**src/rtl/stim_pkg.sv**
```systemverilog
// stim_pkg: shared types and constants for the stimulus sequencer.
//   state_t       : sequencer states (IDLE, RUN, DONE)
//   KEY_RELEASED  : default KEY value, all keys released (active-low)
//   stim_entry_t  : one stimulus table entry {sw, key, exp, mask, dwell}
// The STIM_*_W widths size the entry struct and are the default widths
// of the sequencer parameters; the two must stay in step.
package stim_pkg;

    localparam int unsigned STIM_SW_W    = 18;
    localparam int unsigned STIM_KEY_W   = 4;
    localparam int unsigned STIM_OBS_W   = 18;
    localparam int unsigned STIM_DWELL_W = 16;

    typedef enum logic [1:0] {
        ST_IDLE,
        ST_RUN,
        ST_DONE
    } state_t;

    localparam logic [STIM_KEY_W-1:0] KEY_RELEASED = '1;

    typedef struct packed {
        logic [STIM_SW_W-1:0]    sw;
        logic [STIM_KEY_W-1:0]   key;
        logic [STIM_OBS_W-1:0]   exp;
        logic [STIM_OBS_W-1:0]   mask;
        logic [STIM_DWELL_W-1:0] dwell;
    } stim_entry_t;

endpackage

```
**src/rtl/stim_table.sv**
```systemverilog
// stim_table: DEPTH-entry stimulus register file.
//   clk, rst_n : clock, asynchronous active-low clear of all entries
//   we, waddr, wdata : synchronous write port
//   raddr, rdata     : combinational read port
module stim_table
    import stim_pkg::*;
#(
    parameter int unsigned DEPTH = 16
) (
    input  logic                     clk,
    input  logic                     rst_n,
    input  logic                     we,
    input  logic [$clog2(DEPTH)-1:0] waddr,
    input  stim_entry_t              wdata,
    input  logic [$clog2(DEPTH)-1:0] raddr,
    output stim_entry_t              rdata
);

    stim_entry_t mem_q [DEPTH];
    stim_entry_t mem_d [DEPTH];

    always_comb begin
        mem_d = mem_q;
        if (we) begin
            mem_d[waddr] = wdata;
        end
    end

    always_ff @(posedge clk or negedge rst_n) begin
        if (!rst_n) begin
            for (int unsigned i = 0; i < DEPTH; i++) begin
                mem_q[i] <= '0;
            end
        end else begin
            mem_q <= mem_d;
        end
    end

    assign rdata = mem_q[raddr];

endmodule

```
**src/rtl/stim_sequencer.sv**
```systemverilog
// stim_sequencer: replays a programmed table of switch/key stimulus,
// holding each entry for its dwell time and checking the observed output
// against a masked expected value in the final dwell cycle of each entry.
//   CLOCK_50, rst_n       : clock, asynchronous active-low reset
//   wr_*                  : table programming port (accepted only in IDLE)
//   loop_en, start, abort : run control
//   obs                   : device output under test
//   SW, KEY               : driven stimulus (defaults 0 / all released)
//   busy, done, step_idx  : run status; done pulses once at completion
//   mismatch_cnt          : saturating count of failed checks
module stim_sequencer
    import stim_pkg::*;
#(
    parameter int unsigned SW_W    = STIM_SW_W,
    parameter int unsigned KEY_W   = STIM_KEY_W,
    parameter int unsigned OBS_W   = STIM_OBS_W,
    parameter int unsigned DEPTH   = 16,
    parameter int unsigned DWELL_W = STIM_DWELL_W
) (
    input  logic                     CLOCK_50,
    input  logic                     rst_n,
    input  logic                     wr_en,
    input  logic [$clog2(DEPTH)-1:0] wr_addr,
    input  logic [SW_W-1:0]          wr_sw,
    input  logic [KEY_W-1:0]         wr_key,
    input  logic [OBS_W-1:0]         wr_exp,
    input  logic [OBS_W-1:0]         wr_mask,
    input  logic [DWELL_W-1:0]       wr_dwell,
    input  logic                     wr_last,
    input  logic                     loop_en,
    input  logic                     start,
    input  logic                     abort,
    input  logic [OBS_W-1:0]         obs,
    output logic [SW_W-1:0]          SW,
    output logic [KEY_W-1:0]         KEY,
    output logic                     busy,
    output logic                     done,
    output logic [$clog2(DEPTH)-1:0] step_idx,
    output logic [7:0]               mismatch_cnt
);

    localparam int unsigned AW = $clog2(DEPTH);

    state_t             state_q, state_d;
    logic [SW_W-1:0]    sw_q, sw_d;
    logic [KEY_W-1:0]   key_q, key_d;
    logic               busy_q, busy_d;
    logic               done_q, done_d;
    logic [AW-1:0]      step_q, step_d;
    logic [AW-1:0]      last_q, last_d;
    logic [7:0]         mis_q, mis_d;
    logic [DWELL_W-1:0] dwell_q, dwell_d;
    logic [OBS_W-1:0]   exp_q, exp_d;
    logic [OBS_W-1:0]   mask_q, mask_d;

    logic               tbl_we;
    stim_entry_t        wr_entry;
    stim_entry_t        rd_entry;
    logic [AW-1:0]      rd_addr;
    logic               is_last;
    logic [AW-1:0]      next_idx;
    logic               mis_hit;

    assign tbl_we = wr_en && (state_q == ST_IDLE);

    always_comb begin
        wr_entry       = '0;
        wr_entry.sw    = wr_sw;
        wr_entry.key   = wr_key;
        wr_entry.exp   = wr_exp;
        wr_entry.mask  = wr_mask;
        wr_entry.dwell = wr_dwell;
    end

    stim_table #(.DEPTH(DEPTH)) u_table (
        .clk   (CLOCK_50),
        .rst_n (rst_n),
        .we    (tbl_we),
        .waddr (wr_addr),
        .wdata (wr_entry),
        .raddr (rd_addr),
        .rdata (rd_entry)
    );

    // The single read port always prefetches the entry to load next;
    // the current entry's exp/mask are captured when it is loaded.
    assign is_last  = (step_q == last_q) || (step_q == '1);
    assign next_idx = is_last ? '0 : step_q + AW'(1);
    assign rd_addr  = (state_q == ST_RUN) ? next_idx : '0;
    assign mis_hit  = ((obs ^ exp_q) & mask_q) != '0;

    always_comb begin
        state_d = state_q;
        sw_d    = sw_q;
        key_d   = key_q;
        busy_d  = busy_q;
        done_d  = 1'b0;
        step_d  = step_q;
        last_d  = last_q;
        mis_d   = mis_q;
        dwell_d = dwell_q;
        exp_d   = exp_q;
        mask_d  = mask_q;

        if (tbl_we && wr_last) begin
            last_d = wr_addr;
        end

        unique case (state_q)
            ST_IDLE: begin
                if (start && !abort) begin
                    state_d = ST_RUN;
                    busy_d  = 1'b1;
                    step_d  = '0;
                    mis_d   = '0;
                    sw_d    = rd_entry.sw;
                    key_d   = rd_entry.key;
                    exp_d   = rd_entry.exp;
                    mask_d  = rd_entry.mask;
                    dwell_d = (rd_entry.dwell == '0) ? '0 : rd_entry.dwell - DWELL_W'(1);
                end
            end
            ST_RUN: begin
                if (abort) begin
                    state_d = ST_IDLE;
                    busy_d  = 1'b0;
                    sw_d    = '0;
                    key_d   = KEY_RELEASED;
                end else if (dwell_q != '0) begin
                    dwell_d = dwell_q - DWELL_W'(1);
                end else begin
                    if (mis_hit && (mis_q != 8'hFF)) begin
                        mis_d = mis_q + 8'd1;
                    end
                    if (is_last && !loop_en) begin
                        state_d = ST_DONE;
                        done_d  = 1'b1;
                        busy_d  = 1'b0;
                        sw_d    = '0;
                        key_d   = KEY_RELEASED;
                    end else begin
                        step_d  = next_idx;
                        sw_d    = rd_entry.sw;
                        key_d   = rd_entry.key;
                        exp_d   = rd_entry.exp;
                        mask_d  = rd_entry.mask;
                        dwell_d = (rd_entry.dwell == '0) ? '0 : rd_entry.dwell - DWELL_W'(1);
                    end
                end
            end
            ST_DONE: begin
                state_d = ST_IDLE;
            end
            default: begin
                state_d = ST_IDLE;
            end
        endcase
    end

    always_ff @(posedge CLOCK_50 or negedge rst_n) begin
        if (!rst_n) begin
            state_q <= ST_IDLE;
            sw_q    <= '0;
            key_q   <= KEY_RELEASED;
            busy_q  <= 1'b0;
            done_q  <= 1'b0;
            step_q  <= '0;
            last_q  <= '0;
            mis_q   <= '0;
            dwell_q <= '0;
            exp_q   <= '0;
            mask_q  <= '0;
        end else begin
            state_q <= state_d;
            sw_q    <= sw_d;
            key_q   <= key_d;
            busy_q  <= busy_d;
            done_q  <= done_d;
            step_q  <= step_d;
            last_q  <= last_d;
            mis_q   <= mis_d;
            dwell_q <= dwell_d;
            exp_q   <= exp_d;
            mask_q  <= mask_d;
        end
    end

    assign SW           = sw_q;
    assign KEY          = key_q;
    assign busy         = busy_q;
    assign done         = done_q;
    assign step_idx     = step_q;
    assign mismatch_cnt = mis_q;

endmodule

```
**config.mk**
```make
export PLATFORM = sky130hd
export DESIGN_NAME = stim_sequencer
export DESIGN_NICKNAME = d
export VERILOG_FILES = /design/src/rtl/stim_pkg.sv /design/src/rtl/stim_table.sv /design/src/rtl/stim_sequencer.sv
export SDC_FILE = /design/constraint.sdc
export NUM_CORES = 2
export LEC_CHECK = 0
export CAP_MARGIN = 20
export CORE_UTILIZATION = 36
export DETAILED_ROUTE_END_ITERATION = 6
export MAX_ROUTING_LAYER = met4
export PLACE_DENSITY_LB_ADDON = 0.2
export SLEW_MARGIN = 20
export SYNTH_ARGS = -nofsm -noshare
export SYNTH_HDL_FRONTEND = slang
export SYNTH_HIERARCHICAL = 1
export SYNTH_SLANG_ARGS = --single-unit
```
**constraint.sdc**
```tcl
create_clock -name CLOCK_50 -period 14.21 [get_ports CLOCK_50]
set_input_delay 2.842 -clock CLOCK_50 [delete_from_list [all_inputs] [get_ports CLOCK_50]]
set_output_delay 2.842 -clock CLOCK_50 [all_outputs]
set_load 0.005 [all_outputs]
```
* Yosys cells after proc, flatten, opt, wreduce, memory -nomap -nowiden
Index checks and enable logic that the tools add are counted.
** Cells by class
- $add $sub $neg :: 4
- $lt $le $gt $ge :: 3
- Equal/unequal tests :: 12
- Multiplexer cells :: 58
- Bitwise operators :: 4
- Reductions and logical operators :: 20
** Operators with widths (count)
- 1184-bit bitwise mux :: 1
- 74-bit binary-select mux with 4-bit select :: 1
- 74-bit demux with 4-bit select :: 1
- 74-bit two-way mux :: 3
- 18-bit two-way mux :: 12
- 18-bit case mux with 2 select lines :: 3
- 16-bit two-way mux :: 5
- 4-bit two-way mux :: 10
- 8-bit two-way mux :: 4
- 16-bit case mux with 2 select lines :: 1
- 16-bit by 1-bit subtractor with 16-bit output (second input constant) :: 2
- 18-bit AND :: 1
- 18-bit nonzero test :: 1
- 18-bit XOR :: 1
- 16-bit zero test :: 1
- 4-bit case mux with 2 select lines :: 2
- 8-bit case mux with 2 select lines :: 1
- 16-bit nonzero test :: 1
- 5-bit >= comparator (second input constant) :: 2
- 4-bit NOT with 5-bit output :: 2
- 5-bit AND reduction :: 2
- 8-bit by 1-bit adder with 8-bit output (second input constant) :: 1
- 1-bit two-way mux :: 8
- 2-bit two-way mux :: 4
- other kinds (19) :: 31
** Word-level totals
- Register bits :: 1278
- Input bits :: 103
- Output and inout bits :: 36
- Logic and storage cells :: 192

* Logic depth before layout (Yosys ltp)
- Depth in word-level cells :: 14
- Depth in mapped cells :: 18
- Mapped depth without buffers :: 15

* Hierarchy
Netlist, hierarchy kept.
** Modules (own cells, without submodules)
- stim_table :: instances 1, cells an instance 3216, area each 52821.9 µm²
- stim_sequencer :: instances 1, cells an instance 521, area each 4784.6 µm²

* Worst setup path before layout
No wires, ideal clock.
- Kind :: input to register
- Start point :: input obs[9]
- End point :: register mis_q[2], in the netlist mismatch_cnt[2]
- Arrival time :: 4611 ps
- Path slack :: 9466 ps
- Stages on the path :: 7
- Buffers on the path :: 1
- Cells stage by stage :: xor2_1 > a22oi_1 > nand4_1 > a2111oi_1 > or2_0 > buf_2 > o21ai_0
** Between the ends
- Word-level cells in the longest chain between the ends :: 6
** Ends and longest elaborated chain
- start: declaration :: line stim_sequencer.sv:33 : input logic [OBS_W-1:0] obs,
- 18-bit XOR :: line stim_sequencer.sv:90 : assign mis_hit = ((obs ^ exp_q) & mask_q) != '0;
- 18-bit AND :: line stim_sequencer.sv:90
- 18-bit nonzero test :: line stim_sequencer.sv:90
- 1-bit logical AND :: line stim_sequencer.sv:132 : if (mis_hit && (mis_q != 8'hFF)) begin
- 2-bit by 1-bit != test with 1-bit output (no source line)
- 5-bit AND reduction (no source line)
- end signal: assignment :: line stim_sequencer.sv:181 : mis_q <= mis_d;
- end: declaration :: line stim_sequencer.sv:51 : logic [7:0] mis_q, mis_d;
No other way between the ends.
A chain may end at the register's enable or synchronous reset.

==> run summary <==
• 4 — number of H-tree levels
• 1278 — Sink Count
• 0.06567 sq mm — post-route design area
• 0 — total congestion overflow after global routing
• 5 — count of TritonRoute iterations in the first routing pass
• 85.46 mm — DP Wirelength
• 770 ps — clock latency of the later-clocked register in the worst-skew pair
• 0 — Slew Viols, Final
• simple AND/OR/NAND/NOR gates — cell family with most CP delay
• 146 — number of placement rows
• 3737 — post-synthesis cell count
• finished, final reports clean — run status
• 25.25 um — average wire length per cell after detail routing
• 0.3633 — effective utilization at floorplan
• dfrtp_1 (55%), mux2_2 (22%), mux4_2 (12%) — cells taking the most area after synthesis
• 0.05761 sq mm — Cell Area, Synth
• 0.01123 W — total design power
• 0.0001049 V — largest voltage drop on the vdd net
• 0 — final-report setup violation count
• 0.1616 sq mm — die area
• 5963 — final standard cell count with taps included and fillers excluded
• 0 — final hold violation count
• dfrtp_1 — most common cell after layout, fill and taps aside
• flip-flop — endpoint type of the worst setup path
• yes — CTS tree
• 0.7537 — global placer's final weighted congestion
• dfrtp_1 — most instantiated flip-flop cell in the synthesis netlist
• 4 — total buffers and inverters traversed by the critical path
• 32490 — overall via count from detail_route
• 0 — EDFF count, synth
• 139 — num ports
• 28.02 nW — Static Leak
• 402.0 um — horizontal die dimension
• reg2reg — HP Class
• 0.06085 sq mm — cell area reported after detailed placement
• 14880 ps — required time worst endpoint
• 0 — residual antenna-violating net count after detailed routing
• flip-flop — Critical Path Start Type
• 15 — initial antenna violation count
• no — unrepaired setup endpoints after global routing
• 13.99% — relative area change from synthesis to final layout
• 145 — TritonCTS Buffers
• 14580 — Filler Cells Inserted
• 232.3 mm — first-pass GRT wire length
• 0.02422 sq mm — footprint of the multi-input gates
• 150.5 mm — total routed wirelength
• 0.4141 — post-layout utilization of the core
• 24.52 ps — Post-Route Skew
• 171.0 mW/mm^2 — pwr/cell area
• 0 ps — setup_tns
• 5692 — number of cells in the design after placement
• 1715 — number of design-rule violations left by the first detailed-router iteration
• 61 — number of unique standard cell types used by synthesis
• reg2reg — crit path kind
• 0 — hold-fix buffer count after cts
• 6990 ps — Worst Path Arrival
• 0.03199 sq mm — Seq. cell area
• 0 — DRC viols
• 0.2993 — slew margin rel.
• 0.4647 — fraction of final layout cells with drive strength greater than 1
• 0 — number of buffers added for setup after CTS
• 3877 — Post-layout nets
• 1278 — flop and latch count out of synthesis
• 176 — largest net degree at the start of global routing
• 830 ps — stage delay of the slowest cell on the critical path
• 98 — Worst Path Max Fanout
• 6 — Synth warnings
• nor2b_1 -> buf_4 -> and3_1 -> nor2b_4 -> buf_12 -> buf_12 -> mux4_2 -> a22oi_1 -> nand2_1 -> inv_1 -> ha_1 -> nor3b_1 -> nand2_1 -> nor4_1 -> xor2_1 -> a2bb2oi_1 -> o21ai_0 — Cell Chain, Critical Path
• 0.5552 — sequential cell area fraction in the yosys report
• 0.1957 — Total Routing Usage GR
• dfrtp_1 (1274), mux2_2 (1120), mux4_2 (296), nand2_1 (204), a22oi_1 (158) — commonest cells after routing, fill and taps aside
• 0 — Max Cap Viol
• clkbuf_16 — clock root cell
• 60 ps — clock-pin transition on the worst setup and hold timing paths
• 138 — Port-buffer cells
• dfrtp_1 — cell accounting for the most synthesized area
• nor2b_4 — critical path's slowest cell
• 15.42 sq um — Syn Area/Cell
• 6314 ps — minimum period implied by the final worst setup slack
• 0 — CTS-repair resized insts
• 5.449 — average vias per placed instance
• 1051 ps — slew at the pin closest to its max-slew limit
• 402.0 um — die height
• 34760 — via count of the first global-routing pass
• 3 — maximum root-to-sink buffer count
• 0.4443 — Final period util
• 3846 — Mapped Nets
• 0.1586 sq mm — area inside the core boundary
• 0.1584 GHz — Fmax
• 0.5534 — area share of the leading cell type in the synthesized netlist
• 1.000 — fraction of synthesis flops using an asynchronous set or reset pin
worst register-to-register path, cell delays in order, from the launching register on:
cell and delay, ps:
dfrtp_1 420, nor2b_1 170, buf_4 260, and3_1 260, nor2b_4 830, buf_12 650
buf_12 660, mux4_2 800, a22oi_1 230, nand2_1 220, inv_1 140, ha_1 180
nor3b_1 450, nand2_1 230, nor4_1 290, xor2_1 190, a2bb2oi_1 80, o21ai_0 190
stage by stage:
step	hold WS, ps	setup WS (ps)
6_report	475.4	7896
5_1_grt	495.9	7283
4_1_cts	479.9	7769
3_5_place_dp	465.5	7613
3_3_place_gp	457.9	7691
2_1_floorplan	445.4	9466
layout make-up:
cell class,instances,area share
inverter,6,0.0003430
clock inverter,35,0.006669
clock buffer,224,0.06576
timing repair buffer,210,0.03136
sequential,1278,0.4871
multi-input combinational,2127,0.3689
antenna,11,0.0004192
tap,2072,0.03948
report_power, final:
group	total, W	internal [W]	switching [W]
sequential	0.00497	0.00451	0.000457
combinational	0.00253	0.00144	0.00109
clock	0.00373	0.00220	0.00153
total	0.0112	0.00816	0.00307
routing by layer:
layer / GRT usage / routed length, um / up-vias
li1: - / - / 13960
met1: 0.2769 / 72150 / 17820
met2: 0.2925 / 69800 / 515
met3: 0.03152 / 5351 / 205
met4: 0.05116 / 3244 / 0
met5: - / 0 / -
synthesized netlist by cell type, types with 6 or more instances:
cell	number
mux2_1	10
ha_1	6
dfrtp_1	1274
a22oi_1	158
buf_6	13
nand3_1	13
mux2_2	1120
o21ai_0	29
a21oi_1	17
nor3_1	20
nand2_1	204
xnor2_1	8
mux4_2	296
nand2b_1	6
mux2_4	60
inv_1	6
nor4_1	9
xor2_1	27
buf_2	160
a22o_1	21
clkbuf_1	147
nor2_1	47
flip-flops by register name (all words and copies together) (netlist names):
register,cells
KEY,4
done,1
step_idx,4
busy,1
mismatch_cnt,8
last_q,4
u_table/mem_q,1184
state_q,2
exp_q,18
dwell_q,16
SW,18
mask_q,18
cells by family after synthesis:
kind of cell / Yosys count / synth area share
and+or+nand+nor: 340 / 0.02609
AOI/OAI and AO/OA: 259 / 0.03275
buffers and inverters: 332 / 0.02687
adders and majority gates: 6 / 0.001303
DFF: 1278 / 0.5552
muxes: 1487 / 0.3524
xor gates and xnor gates: 35 / 0.005321
path summary, 6_finish.rpt:
| path | start | end | slack, ps | cells after the start |
|---|---|---|---|---|
| max | state_q[0] | dwell_q[12] | 7900 | 17 |
| min | mask_q[9] | mask_q[9] | 480 | 2 |
| max reg2reg | state_q[0] | dwell_q[12] | 7900 | 17 |
| min reg2reg | mask_q[9] | mask_q[9] | 480 | 2 |
| max in group asynchronous | rst_n | dwell_q[8] | 9160 | 4 |
| min in group asynchronous | rst_n | u_table/mem_q[780] | 2060 | 1 |
Power figures use the tool's default switching activity.
